===== config.mk =====
export PLATFORM = sky130hd
export DESIGN_NAME = mod_counter
export DESIGN_NICKNAME = d
export VERILOG_FILES = /design/src/rtl/counter_pkg.sv /design/src/rtl/mod_counter_next.sv /design/src/rtl/mod_counter.sv
export SDC_FILE = /design/constraint.sdc
export NUM_CORES = 1
export LEC_CHECK = 0
export CAP_MARGIN = 15
export CORE_MARGIN = 5
export CORE_UTILIZATION = 33
export DETAILED_ROUTE_END_ITERATION = 7
export DONT_BUFFER_PORTS = 1
export SLEW_MARGIN = 5
export SYNTH_ARGS = -nofsm -noshare
export SYNTH_HDL_FRONTEND = slang
export SYNTH_SLANG_ARGS = --single-unit

===== constraint.sdc =====
create_clock -name clk -period 2.6 [get_ports clk]
set_clock_uncertainty 0.2 [all_clocks]
set_input_delay 0.65 -clock clk [delete_from_list [all_inputs] [get_ports clk]]
set_output_delay 0.65 -clock clk [all_outputs]
set_load 0.02 [all_outputs]

===== src/rtl/counter_pkg.sv =====
// counter_pkg: direction constants and load clamping shared by counter blocks.
package counter_pkg;
   localparam logic DIR_UP = 1'b1;
   localparam logic DIR_DOWN = 1'b0;
   function automatic logic [31:0] clamp_load(input logic [31:0] val, input logic [31:0] modulus);
      return (val >= modulus) ? modulus - 32'd1 : val;
   endfunction
endpackage


===== src/rtl/mod_counter_next.sv =====
// mod_counter_next: combinational next count and wrap flag for one counter stage.
// MOD_COUNTER_SAT_EN selects saturation at the range limits instead of wrapping.
module mod_counter_next import counter_pkg::*; #(
   parameter int WIDTH = 4,
   parameter int MODULUS = 10
) (
   input  logic [WIDTH-1:0] count,
   input  logic             up,
   input  logic             step,
   output logic [WIDTH-1:0] nxt,
   output logic             wrap
);
   // One extra bit keeps MODULUS == 2**WIDTH from aliasing to zero.
   localparam logic [WIDTH:0] LAST = (WIDTH+1)'(MODULUS - 1);
   localparam logic [WIDTH:0] ONE = (WIDTH+1)'(1);
   logic [WIDTH:0] c, n;
   logic at_limit;
   always_comb begin
      c = {1'b0, count};
      at_limit = (up == DIR_UP) ? c == LAST : c == '0;
`ifdef MOD_COUNTER_SAT_EN
      n = at_limit ? c : (up == DIR_UP) ? c + ONE : c - ONE;
      wrap = 1'b0;
`else
      n = (up == DIR_UP) ? (at_limit ? '0 : c + ONE) : (at_limit ? LAST : c - ONE);
      wrap = step & at_limit;
`endif
      nxt = step ? n[WIDTH-1:0] : count;
   end
endmodule


===== src/rtl/mod_counter.sv =====
// mod_counter: modulo-N up/down counter stage with load, cascade carry and wrap pulse.
// MOD_COUNTER_SAT_EN (in mod_counter_next) switches to saturating behaviour.
module mod_counter import counter_pkg::*; #(
   parameter int WIDTH = 4,
   parameter int MODULUS = 10,
   parameter int RESET_VAL = 0
) (
   input  logic             clk,
   input  logic             rst,
   input  logic             en,
   input  logic             up,
   input  logic             cin,
   input  logic             load,
   input  logic [WIDTH-1:0] load_val,
   output logic [WIDTH-1:0] count,
   output logic             tc,
   output logic             cout,
   output logic             wrap
);
   localparam logic [WIDTH-1:0] LAST = WIDTH'(MODULUS - 1);
   logic [WIDTH-1:0] nxt;
   logic nxt_wrap;
   mod_counter_next #(.WIDTH(WIDTH), .MODULUS(MODULUS)) u_next (
      .count(count),
      .up(up),
      .step(en & cin),
      .nxt(nxt),
      .wrap(nxt_wrap)
   );
   assign tc = (up == DIR_UP) ? count == LAST : count == '0;
   assign cout = en & cin & tc;
   always_ff @(posedge clk) begin
      if (rst) begin
         count <= WIDTH'(RESET_VAL);
         wrap <= 1'b0;
      end else if (load) begin
         count <= WIDTH'(clamp_load(32'(load_val), 32'(MODULUS)));
         wrap <= 1'b0;
      end else begin
         count <= nxt;
         wrap <= nxt_wrap;
      end
   end
endmodule


==> summary by stage, run 1 <==
Power and ir drop
The internal portion of total power is 0.181 mW. The clock network accounts for 33.0% of the total power. VDD sags by at most 155 uV.

In this run the power spent charging and discharging nets is 0.0899 mW. Dividing total power by cell area gives a power density of 523 nW/um2. The static leakage is 0.205 nW.

The fraction of power consumed by combinational cells is 33.7%. The sequential share of power is 33.3%. Of the total power, the share spent switching nets is 33.1%.

Worst setup path
STA puts the critical path data arrival time at 1.64 ns. Walking the worst path, the cells encountered are inv_1 -> ha_4 -> or3b_1 -> a21o_1 -> nor2_1 -> buf_4. The buffers plus inverters on the worst setup path is 2. The worst-path cell with the longest stage delay is or3b_1. The critical path is of the flop to output port type. The top cell family by delay on the critical path is simple AND/OR/NAND/NOR gates. The delay of the slowest cell on the worst path is 0.34 ns. The type of origin of the critical path is a flop. In this run the worst path has a maximum fanout of 5.

The type of destination of the critical path is an output port. The critical path required time is 1.75 ns.

Timing
The maximum operating frequency is 401 MHz. Setup repair after global routing left no endpoint under its margin. The share of the clock period used by the worst path after layout is 95.8%. For the pin with the worst max-slew slack, the measured transition is 0.506 ns. The total count of max-transition violations in the final report is 0. The number of setup violations in the final report is 0. Summed over all failing endpoints, the final setup total negative slack is 0 ns. The total count of hold-check failures in the final report is 0.

The final critical delay including setup and external delays is 2.49 ns. The normalized max-slew margin is 66.2%.

Synthesis
The Yosys warning count is 0. The synthesized area per cell is 7.63 um2. After synthesis the cells add up to 450 um2. For this run, the register share of the synthesized area comes to 22.2%. The post-synthesis instance total is 59.

Synthesis produced a netlist with a net count of 72. Synthesis instantiated 30 different standard cells from the library. In this run, synthesis produced a sequential element count of 5.

Drt
The count of nets left with antenna violations once routing finished came out at 0. In the routed design, unresolved DRC markers number 0. The post-detailed-route via-to-cell ratio is 5.56. The detailed router's first-iteration violation count is 12. Summed over all layers, the routed wires come to 1130 um. After detailed routing, the average wire length per cell comes to 14.3 um. Summing over every cut layer, the via total after detailed routing is 439. Before antenna repair, the detailed router went through 4 iterations.

Outcome
The run finished with clean final reports.

Layout
The count of cells in the finished layout, fillers not included, comes to 79. In the layout the commonest cells are nand2_1, nor2_1, inv_1, dfxtp_1. The net count of the finished layout is 78. With fillers left out, the area of the finished cells amounts to 518 um2. The post-route netlist has 15.6% of its cells at a drive strength greater than 1.

0 antenna diodes ended up in the layout. The layout-stage area growth over the synthesis result is 15.0%.

Clock tree
Clock tree synthesis inserted a total of 3 buffers. The clock drives 5 sinks. Clock-pin slew was measured on the worst setup and hold paths at 0.04 ns. After clock tree synthesis, the setup repair step added 0 buffers.

TritonCTS built the clock tree. In this run the number of H-tree levels came out at 1. The clock tree root driver cell is clkbuf_4. No sink is reached through more buffers than the 2 on the longest clock path. The clock insertion delay at the later pin of the skew report is 0.24 ns.

In this run, post-CTS hold repair placed 0 buffers.

Floorplanning
Row generation in the floorplan step produced 13 rows. The initial standard-cell utilization of the core is 34.6%. The core region is 1300 um2. The die covers 2200 um2. The count of pins on the block boundary is 17. The die boundary width is 46.9 um. Measured along the y axis, the die boundary spans 46.9 um.

Placement
The number of input and output port buffers inserted is 0. In this run, placement finished with an instance count of 75. The post-DP HPWL is 866 um.

Routability-driven placement finished with a final weighted congestion of 0.820. The placed instances occupy a cell area of 479 um2.

GRT
Entering global routing, the biggest net connects 14 pins. For this run the aggregate overflow at the end of global routing stands at 0. The initial antenna violation count is 0. The combined global-route utilization of all metal layers is 11.7%. The global-route wire length before repair is 1890 um. The number of global-route vias before repair is 408.

Flow run
Across the run, the number of max-cap violations was 0.

Hold path
The tightest min-delay check is of the input port to flop type.
==> worst register-to-register path: stages (launching register included) <==
cell and delay (ns):
dfxtp_1 0.30, buf_4 0.18, ha_1 0.22, mux2_4 0.26
a221o_1 0.32, a311oi_2 0.23
==> metrics by stage <==
stage	hold slack [ns]	worst slack, ns	util [%]	power, mW
6_report	0.274	0.108	39.8	0.271
4_1_cts	0.269	0.0699	38.8	0.267
5_1_grt	0.267	0.00526	39.8	0.292
3_3_place_gp	0.437	0.320	36.8	0.177
2_1_floorplan	0.406	0.158	-	0.160
3_5_place_dp	0.450	0.315	36.8	0.177
==> cells by family (layout without fill, tap and decap cells) <==
| family | count (synthesis) | after routing | synth area share [%] |
|---|---|---|---|
| adder cells (fa/ha/maj) | 3 | 3 | 8.33 |
| buffers and inverters | 8 | 13 | 8.61 |
| XOR/XNOR | 1 | 1 | 1.94 |
| flip-flops | 5 | 5 | 22.2 |
| multiplexers | 1 | 1 | 3.33 |
| AND/OR/NAND/NOR | 24 | 24 | 28.1 |
| AO/OA/AOI/OAI | 17 | 17 | 27.5 |
==> metal layers <==
metal	GRT usage (%)	vias up	wire length, um
met5	0	-	0
met4	3.31	0	0
li1	-	225	-
met3	2.68	0	79
met1	17.0	201	505
met2	17.1	13	547
==> synthesized netlist by cell type <==
library cell,number,area [um2]
a21o_1,1,7.51
dfxtp_1,5,100
inv_1,5,18.8
xor2_1,1,8.76
a311oi_2,1,15.0
a211o_1,1,8.76
nor2b_1,1,6.26
buf_2,1,5.00
nor3_1,1,5.00
or3b_1,1,8.76
ha_1,3,37.5
clkbuf_1,1,3.75
nor2_1,6,22.5
a311oi_1,2,17.5
nand2_1,6,22.5
a21oi_1,2,10.0
nand3b_1,2,15.0
nand4b_1,1,8.76
or4_1,1,7.51
nand3_1,2,10.0
a221o_1,1,10.0
a21boi_0,1,7.51
nor3b_1,1,7.51
o21ai_0,4,20.0
buf_6,1,11.3
a31oi_1,3,18.8
nand2b_1,1,6.26
mux2_4,1,15.0
nor4_1,1,6.26
a22o_1,1,8.76
==> registers in the layout, summed over array words and instances, names as in the netlist <==
signal  count
wrap        1
count       4
==> repair_timing <==
| item | in CTS | in global routing |
|---|---|---|
| gates resized for setup | 0 | 2 |
| endpoints found under the setup margin | 0 | 1 |
| endpoints found under the hold margin | 0 | 0 |
==> area by class of cell <==
cell class	count	area (um2)
fill	146	783
multi-input combinational	46	324
sequential	5	100
timing repair buffer	4	30.0
clock buffer	4	26.3
inverter	5	18.8
tap	15	18.8
==> power groups by stage <==
stage | Combinational (mW) | Sequential (mW) | Clock, mW
2_1_floorplan | 0.0623 | 0.0977 | 0
3_3_place_gp | 0.0847 | 0.0918 | 0
3_5_place_dp | 0.0850 | 0.0918 | 0
4_1_cts | 0.0853 | 0.0905 | 0.0915
5_1_grt | 0.103 | 0.0915 | 0.0980
6_report | 0.0913 | 0.0904 | 0.0894
==> path summary, 6_finish.rpt <==
path	cells after the start	slack, ns	endpoint	from
setup reg to reg	5	0.80	count[2]	count[0]
hold / removal	1	0.27	count[2]	rst
setup / recovery	6	0.11	cout	count[0]
hold reg to reg	3	0.49	count[1]	count[1]
Note: power is estimated with default switching activity, not from simulation.
==> run 2: changes to the inputs <==
Settings changed: CORE_AREA from default to 5 5 42 44, CORE_MARGIN 5 to default, CORE_UTILIZATION 33 to default, DIE_AREA from default to 0 0 47 49.
==> run 2 against run 1 <==
Effect of this change:
- global-route usage decreased by 0.43 points
- sequential power decreased by 5.2%
- flip-flop and latch count did not move
- largest power group unchanged
- maximum frequency shrank 0.39%
- worst hold slack worse by 0.0037 ns
- final area decreased by 0.24%
- via count is 1.1% lower
- utilization fell by 2.9 points
==> summary by stage, run 2 (same netlist as run 1, synthesis figures left out) <==
Drt
The detailed router's first-iteration violation count is 3 (-9). The routed length on met3 is 77 um (-2.5%). The detailed route wirelength on metal2 was 544 um (-0.55%). The total detailed-routing wirelength is 1130 um (+0.27%). The top layer reached by signal wires is met4. The sum of routed wire segments on met1 was 495 um (-2.0%). The post-detailed-route via-to-cell ratio was 5.36 (-3.6%). The iteration count of the initial detailed-routing pass was 4 (unchanged). The number of vias after detailed routing came to 434 (-1.1%). The count of nets left with antenna violations after detail routing is 0 (unchanged). The average wire per cell in the routed design is 14.0 um (-2.2%). The DRC violation count after routing came to 0 (unchanged).

Timing
Setup repair after global routing left no endpoint under its margin. The final critical delay including setup and external delays is 2.50 ns (+0.00975 ns). The total count of max-transition violations in the final report is 0 (unchanged). The share of the clock period used by the worst path after layout is 96.2% (+0.38 points). The number of setup violations in the final report is 0 (unchanged). The setup TNS was 0 ns (unchanged).

The normalized max-slew margin is 78.0% (+12 points). The transition time of the tightest slew-check pin is 0.328 ns (-0.179 ns). The maximum operating frequency came to 400 MHz (-0.39%). The total count of hold-check failures in the final report came to 0 (unchanged).

Floorplanning
The count of pins on the block boundary came to 17 (unchanged). The core region area is 1400 um2 (+7.7%). The initial standard-cell utilization of the core was 32.1% (-2.5 points). The vertical extent of the die came to 49 um (+4.4%).

The die boundary width came to 47 um (+0.12%). The floorplan row count is 14 (+1). The die footprint is 2300 um2 (+4.5%).

GRT
The initial antenna violation count is 0 (unchanged). The combined global-route utilization of all metal layers is 11.3% (-0.43 points). The global-route wire length before repair is 1940 um (+2.5%). The number of global-route vias before repair was 428 (+4.9%). The overall overflow remaining after global route is 0 (unchanged).

The pin count of the biggest net entering global routing came to 14 (unchanged).

Clock tree
The hold buffer count at cts is 0 (unchanged). The clock insertion delay at the later pin of the skew report is 0.24 ns (about the same). The clock tree from TritonCTS is yes.

The total CTS buffers was 3 (unchanged). The number of sinks driven by the clock tree was 5 (unchanged). The H-tree depth came to 1 (unchanged). The clock transition at the registers of the reported paths is 0.04 ns (about the same). The maximum buffer depth of the clock tree came to 2 (unchanged). The clock tree root driver cell is clkbuf_4. The number of buffers added for setup after CTS is 0 (unchanged).

Worst setup path
STA classifies the critical path endpoint as an output port. The worst setup path is launched from a flop. The largest fanout of any net on the critical path was 5 (unchanged). The data arrival time of the worst path is 1.65 ns (about the same). The critical path required time is 1.75 ns (about the same).

The critical path class is flop to output port.

Power and ir drop
The maximum vdd ir drop was 199 uV (+29%). The power per cell area is 523 nW/um2 (about the same). The total design power is 0.270 mW (-0.34%). The static leakage is 0.208 nW (+1.5%).

Layout
In the layout the commonest cells are nand2_1, nor2_1, inv_1, dfxtp_1, buf_4. The ratio of cells with drive above 1 in the final layout is 16.9% (+1.3 points). The antenna diode count is 0 (unchanged). Compared with the post-synthesis result, the final layout area differs by 14.7%.

The total of fill cells in the finished design is 158 (+8.2%). The largest registers in the layout are count (4), wrap (1). The most flop-heavy register is count. The net count of the finished layout is 79 (+1.3%). The number of flip-flops under the largest register name is 4 (unchanged).

Flow run
The number of max-cap violations is 0 (unchanged).

Placement
The number of input and output port buffers inserted is 0 (unchanged). The routability-driven placement congestion ratio was 0.865 (+5.5%). The post-DP HPWL is 903 um (+4.3%).

Outcome
The flow ran to the end, and the final reports show no timing, DRC or antenna violations.

Hold path
The type of the tightest min-delay check is input port to flop.
-- run 2: changes by cell type in the layout (fill, tap and decap cells not counted) --
cell   previous run  this run
ha_2              0         1
buf_4             4         5
ha_4              1         0
-- run 2: path summary, 6_finish.rpt --
kind / startpoint / endpoint / slack (ns) / cells past startpoint
worst max-delay path: count[0] / cout / 0.1 / 6
worst max register to register: count[0] / count[2] / 0.80 / 5
worst min register to register: count[2] / wrap / 0.40 / 2
worst min-delay path: rst / count[2] / 0.27 / 1
-- run 2: what timing repair did --
item | CTS | global route
hold endpoints to repair | 0 | 0
setup endpoints to repair | 0 | 1
resized for setup | 0 | 1
-- run 2: area by class of cell --
cell class                 instances  area [um2]  area share (%)
timing repair buffer               5        37.5            7.26
multi-input combinational         46         314            60.8
clock buffer                       4        26.3            5.08
sequential                         5         100            19.4
tap                               16        20.0            3.87
inverter                           5        18.8            3.63
-- run 2: critical path, stage by stage (launching register included) --
cell and delay (ns):
dfxtp_1 0.30, inv_1 0.08, ha_2 0.22, or3b_1 0.35, a21o_1 0.20, nor2_1 0.11
buf_4 0.15
-- run 2: where the power goes --
| part | switching [mW] | total (mW) | internal (mW) |
|---|---|---|---|
| clock | 0.0336 | 0.0917 | 0.0581 |
| combinational | 0.0543 | 0.0927 | 0.0385 |
| sequential | 0.00289 | 0.0857 | 0.0828 |
| total | 0.0907 | 0.270 | 0.179 |
-- run 2: layer usage --
metal / track usage (%) / vias to the layer above
met2: 16.1 / 10
met3: 4.06 / 2
met1: 15.2 / 190
met5: 0 / -
met4: 4.15 / 0
li1: - / 232
-- run 2: stage by stage --
stage	setup WS (ns)	hold slack (ns)	instance area, um2	utilization, %	cells
floorplan	0.158	0.406	450	-	59
global placement	0.321	0.390	488	34.8	77
detailed placement	0.321	0.391	488	34.8	77
CTS	0.0672	0.268	514	36.7	81
global route	0.00922	0.256	517	36.9	81
finish	0.0987	0.270	517	36.9	81
==> run 3: changes to the inputs <==
Settings changed: RECOVER_POWER from default to 100, SLEW_MARGIN 5 to 0.
==> run 3 against run 2 <==
Effect of this change:
- flip-flop and latch count unchanged
- critical path type unchanged
- clock-buffer cell count is the same
- final area is 2.7% lower
- maximum frequency barely moved
- combinational power decreased by 3.8%
- final cell count did not move
- first-iteration DRC count did not move
- die area unchanged
- sequential power about the same
- largest cell class unchanged
==> summary by stage, run 3 (same netlist as run 1, synthesis figures left out) <==
Outcome
The run finished with clean final reports.

GRT
The global-route wire length before repair is 1940 um (unchanged). The overall overflow remaining after global route is 0 (unchanged). The combined global-route utilization of all metal layers was 11.3% (unchanged). The pin count of the biggest net entering global routing is 14 (unchanged). The initial antenna violation count was 0 (unchanged). The number of global-route vias before repair is 428 (unchanged).

Floorplanning
The core region area is 1400 um2 (unchanged). The die boundary width is 47 um (unchanged). The vertical extent of the die is 49 um (unchanged). The floorplan row count is 14 (unchanged). The die footprint is 2300 um2 (unchanged). The count of pins on the block boundary came to 17 (unchanged). The initial standard-cell utilization of the core came to 32.1% (unchanged).

Timing
The maximum operating frequency is 400 MHz (about the same). The transition time of the tightest slew-check pin is 0.593 ns (+0.265 ns). The number of setup violations in the final report is 0 (unchanged). Setup repair after global routing left no endpoint under its margin. The normalized max-slew margin is 60.5% (-18 points). The final critical delay including setup and external delays is 2.50 ns (+0.0000408 ns). The total count of hold-check failures in the final report is 0 (unchanged). The setup TNS is 0 ns (unchanged). The share of the clock period used by the worst path after layout is 96.2% (about the same). The total count of max-transition violations in the final report came to 0 (unchanged).

Placement
The post-DP HPWL came to 903 um (unchanged). The number of input and output port buffers inserted is 0 (unchanged). The routability-driven placement congestion ratio is 0.865 (unchanged).

Layout
The area of the multi-input gates was 308 um2 (-2.0%). The antenna diode count came to 0 (unchanged). The total of fill cells in the finished design is 159 (+0.63%). The net count of the finished layout is 79 (unchanged). The ratio of cells with drive above 1 in the final layout is 12.3% (-4.6 points). The largest registers in the layout are count (4), wrap (1). Relative to the synthesized area, the layout overhead comes to 11.7%. The storage element area is 100 um2 (unchanged). The number of flip-flops under the largest register name is 4 (unchanged).

The top cell types in the final layout, fill and taps aside, are nand2_1, nor2_1, inv_1, dfxtp_1, o21ai_0. The most flop-heavy register is count.

Worst setup path
The largest fanout of any net on the critical path is 5 (unchanged). The data arrival time of the worst path was 1.65 ns (about the same). The type of destination of the critical path is an output port. The critical path class is flop to output port.

The critical path required time is 1.75 ns (about the same). The startpoint identified for the worst register-to-register timing path is count[1]. The worst register-to-register path ends at count[2].

The delay of the slowest cell on the worst path was 0.35 ns (about the same). The critical path goes through inv_1 -> ha_2 -> or3b_1 -> a21o_1 -> nor2_1 -> buf_4. The worst setup path is launched from a flop.

On the critical path, the stage with the largest delay is an instance of or3b_1. The number of cells on the worst reg-to-reg path is 5 (unchanged). The critical path launch point is count[0]. The worst-case register-to-register setup slack came to 0.61 ns (-0.19 ns).

Drt
The detailed router's first-iteration violation count is 3 (unchanged). The average wire per cell in the routed design is 14.1 um (+0.79%). The post-detailed-route via-to-cell ratio is 5.32 (-0.69%). The number of vias after detailed routing is 431 (-0.69%). The count of nets left with antenna violations after detail routing is 0 (unchanged). The iteration count of the initial detailed-routing pass came to 4 (unchanged). The total detailed-routing wirelength is 1140 um (+0.79%). The DRC violation count after routing is 0 (unchanged).

Clock tree
The number of sinks driven by the clock tree is 5 (unchanged). In this run the clock root is driven by a clkbuf_4. The hold buffer count at cts is 0 (unchanged).

The maximum buffer depth of the clock tree is 2 (unchanged). The clock transition at the registers of the reported paths came to 0.04 ns (about the same). The H-tree depth is 1 (unchanged). The total CTS buffers is 3 (unchanged). The clock insertion delay at the later pin of the skew report is 0.24 ns (about the same). TritonCTS built the clock tree.

Hold path
The count of cells along the worst hold path is 1 (unchanged). The worst hold endpoint is count[1]. The type of the tightest min-delay check is input port to flop. The worst hold path begins at rst.

Power and ir drop
The total design power is 0.266 mW (-1.4%). The power per cell area is 529 nW/um2 (+1.3%). The static leakage was 0.199 nW (-4.4%). The maximum vdd ir drop is 193 uV (-3.2%).

Flow run
The number of max-cap violations is 0 (unchanged).
## run 3: cell type report
cell class	count	share of cell area (%)
Timing Repair Buffer	5	5.97
Sequential cell	5	19.9
Tap cell	16	3.98
Clock buffer	4	5.22
Multi-Input combinational cell	46	61.2
Inverter	5	3.73
## run 3: timing repair
action | 4_1_cts | 5_1_grt
gates resized for setup | 0 | 1
buffers inserted | 0 | 0
setup endpoints to repair | 0 | 1
## run 3: per-stage QoR
step / instance area (um2) / setup WS (ns) / instances / hold WS [ns] / utilization (%)
after floorplan: 450 / 0.158 / 59 / 0.406 / -
after global routing: 503 / 0.0112 / 81 / 0.256 / 35.9
after global placement: 488 / 0.321 / 77 / 0.390 / 34.8
after CTS: 514 / 0.0672 / 81 / 0.268 / 36.7
after detailed placement: 488 / 0.321 / 77 / 0.391 / 34.8
final: 503 / 0.0986 / 81 / 0.273 / 35.9
## run 3: how the worst max path moves through the flow
stage / to / slack (ns) / cells past startpoint
after detailed placement: cout / 0.32 / 4
after global routing: cout / 0.01 / 6
after global placement: cout / 0.32 / 4
after floorplan: cout / 0.16 / 4
final: cout / 0.1 / 6
after CTS: cout / 0.07 / 6
## run 3: worst max-delay path, delay by kind of cell (launching register included)
family,cells,cell delay [ns]
adder cells (fa/ha/maj),1,0.22
AND/OR/NAND/NOR,2,0.46
buffers and inverters,2,0.23
AO/OA/AOI/OAI,1,0.20
flip-flops,1,0.30
## run 3: power by group
part	total, mW	switching, mW	internal (mW)
Sequential	0.0856	0.00281	0.0828
Combinational	0.0892	0.0537	0.0355
Clock	0.0915	0.0334	0.0581
Total	0.266	0.0899	0.176
## run 3: layer usage
| layer | global-route usage [%] | vias up | share of wire (%) |
|---|---|---|---|
| met5 | 0 | - | 0 |
| met4 | 4.15 | 0 | 1.5 |
| met3 | 4.06 | 2 | 6.6 |
| met2 | 16.1 | 10 | 48 |
| met1 | 15.2 | 189 | 43 |
| li1 | - | 230 | - |
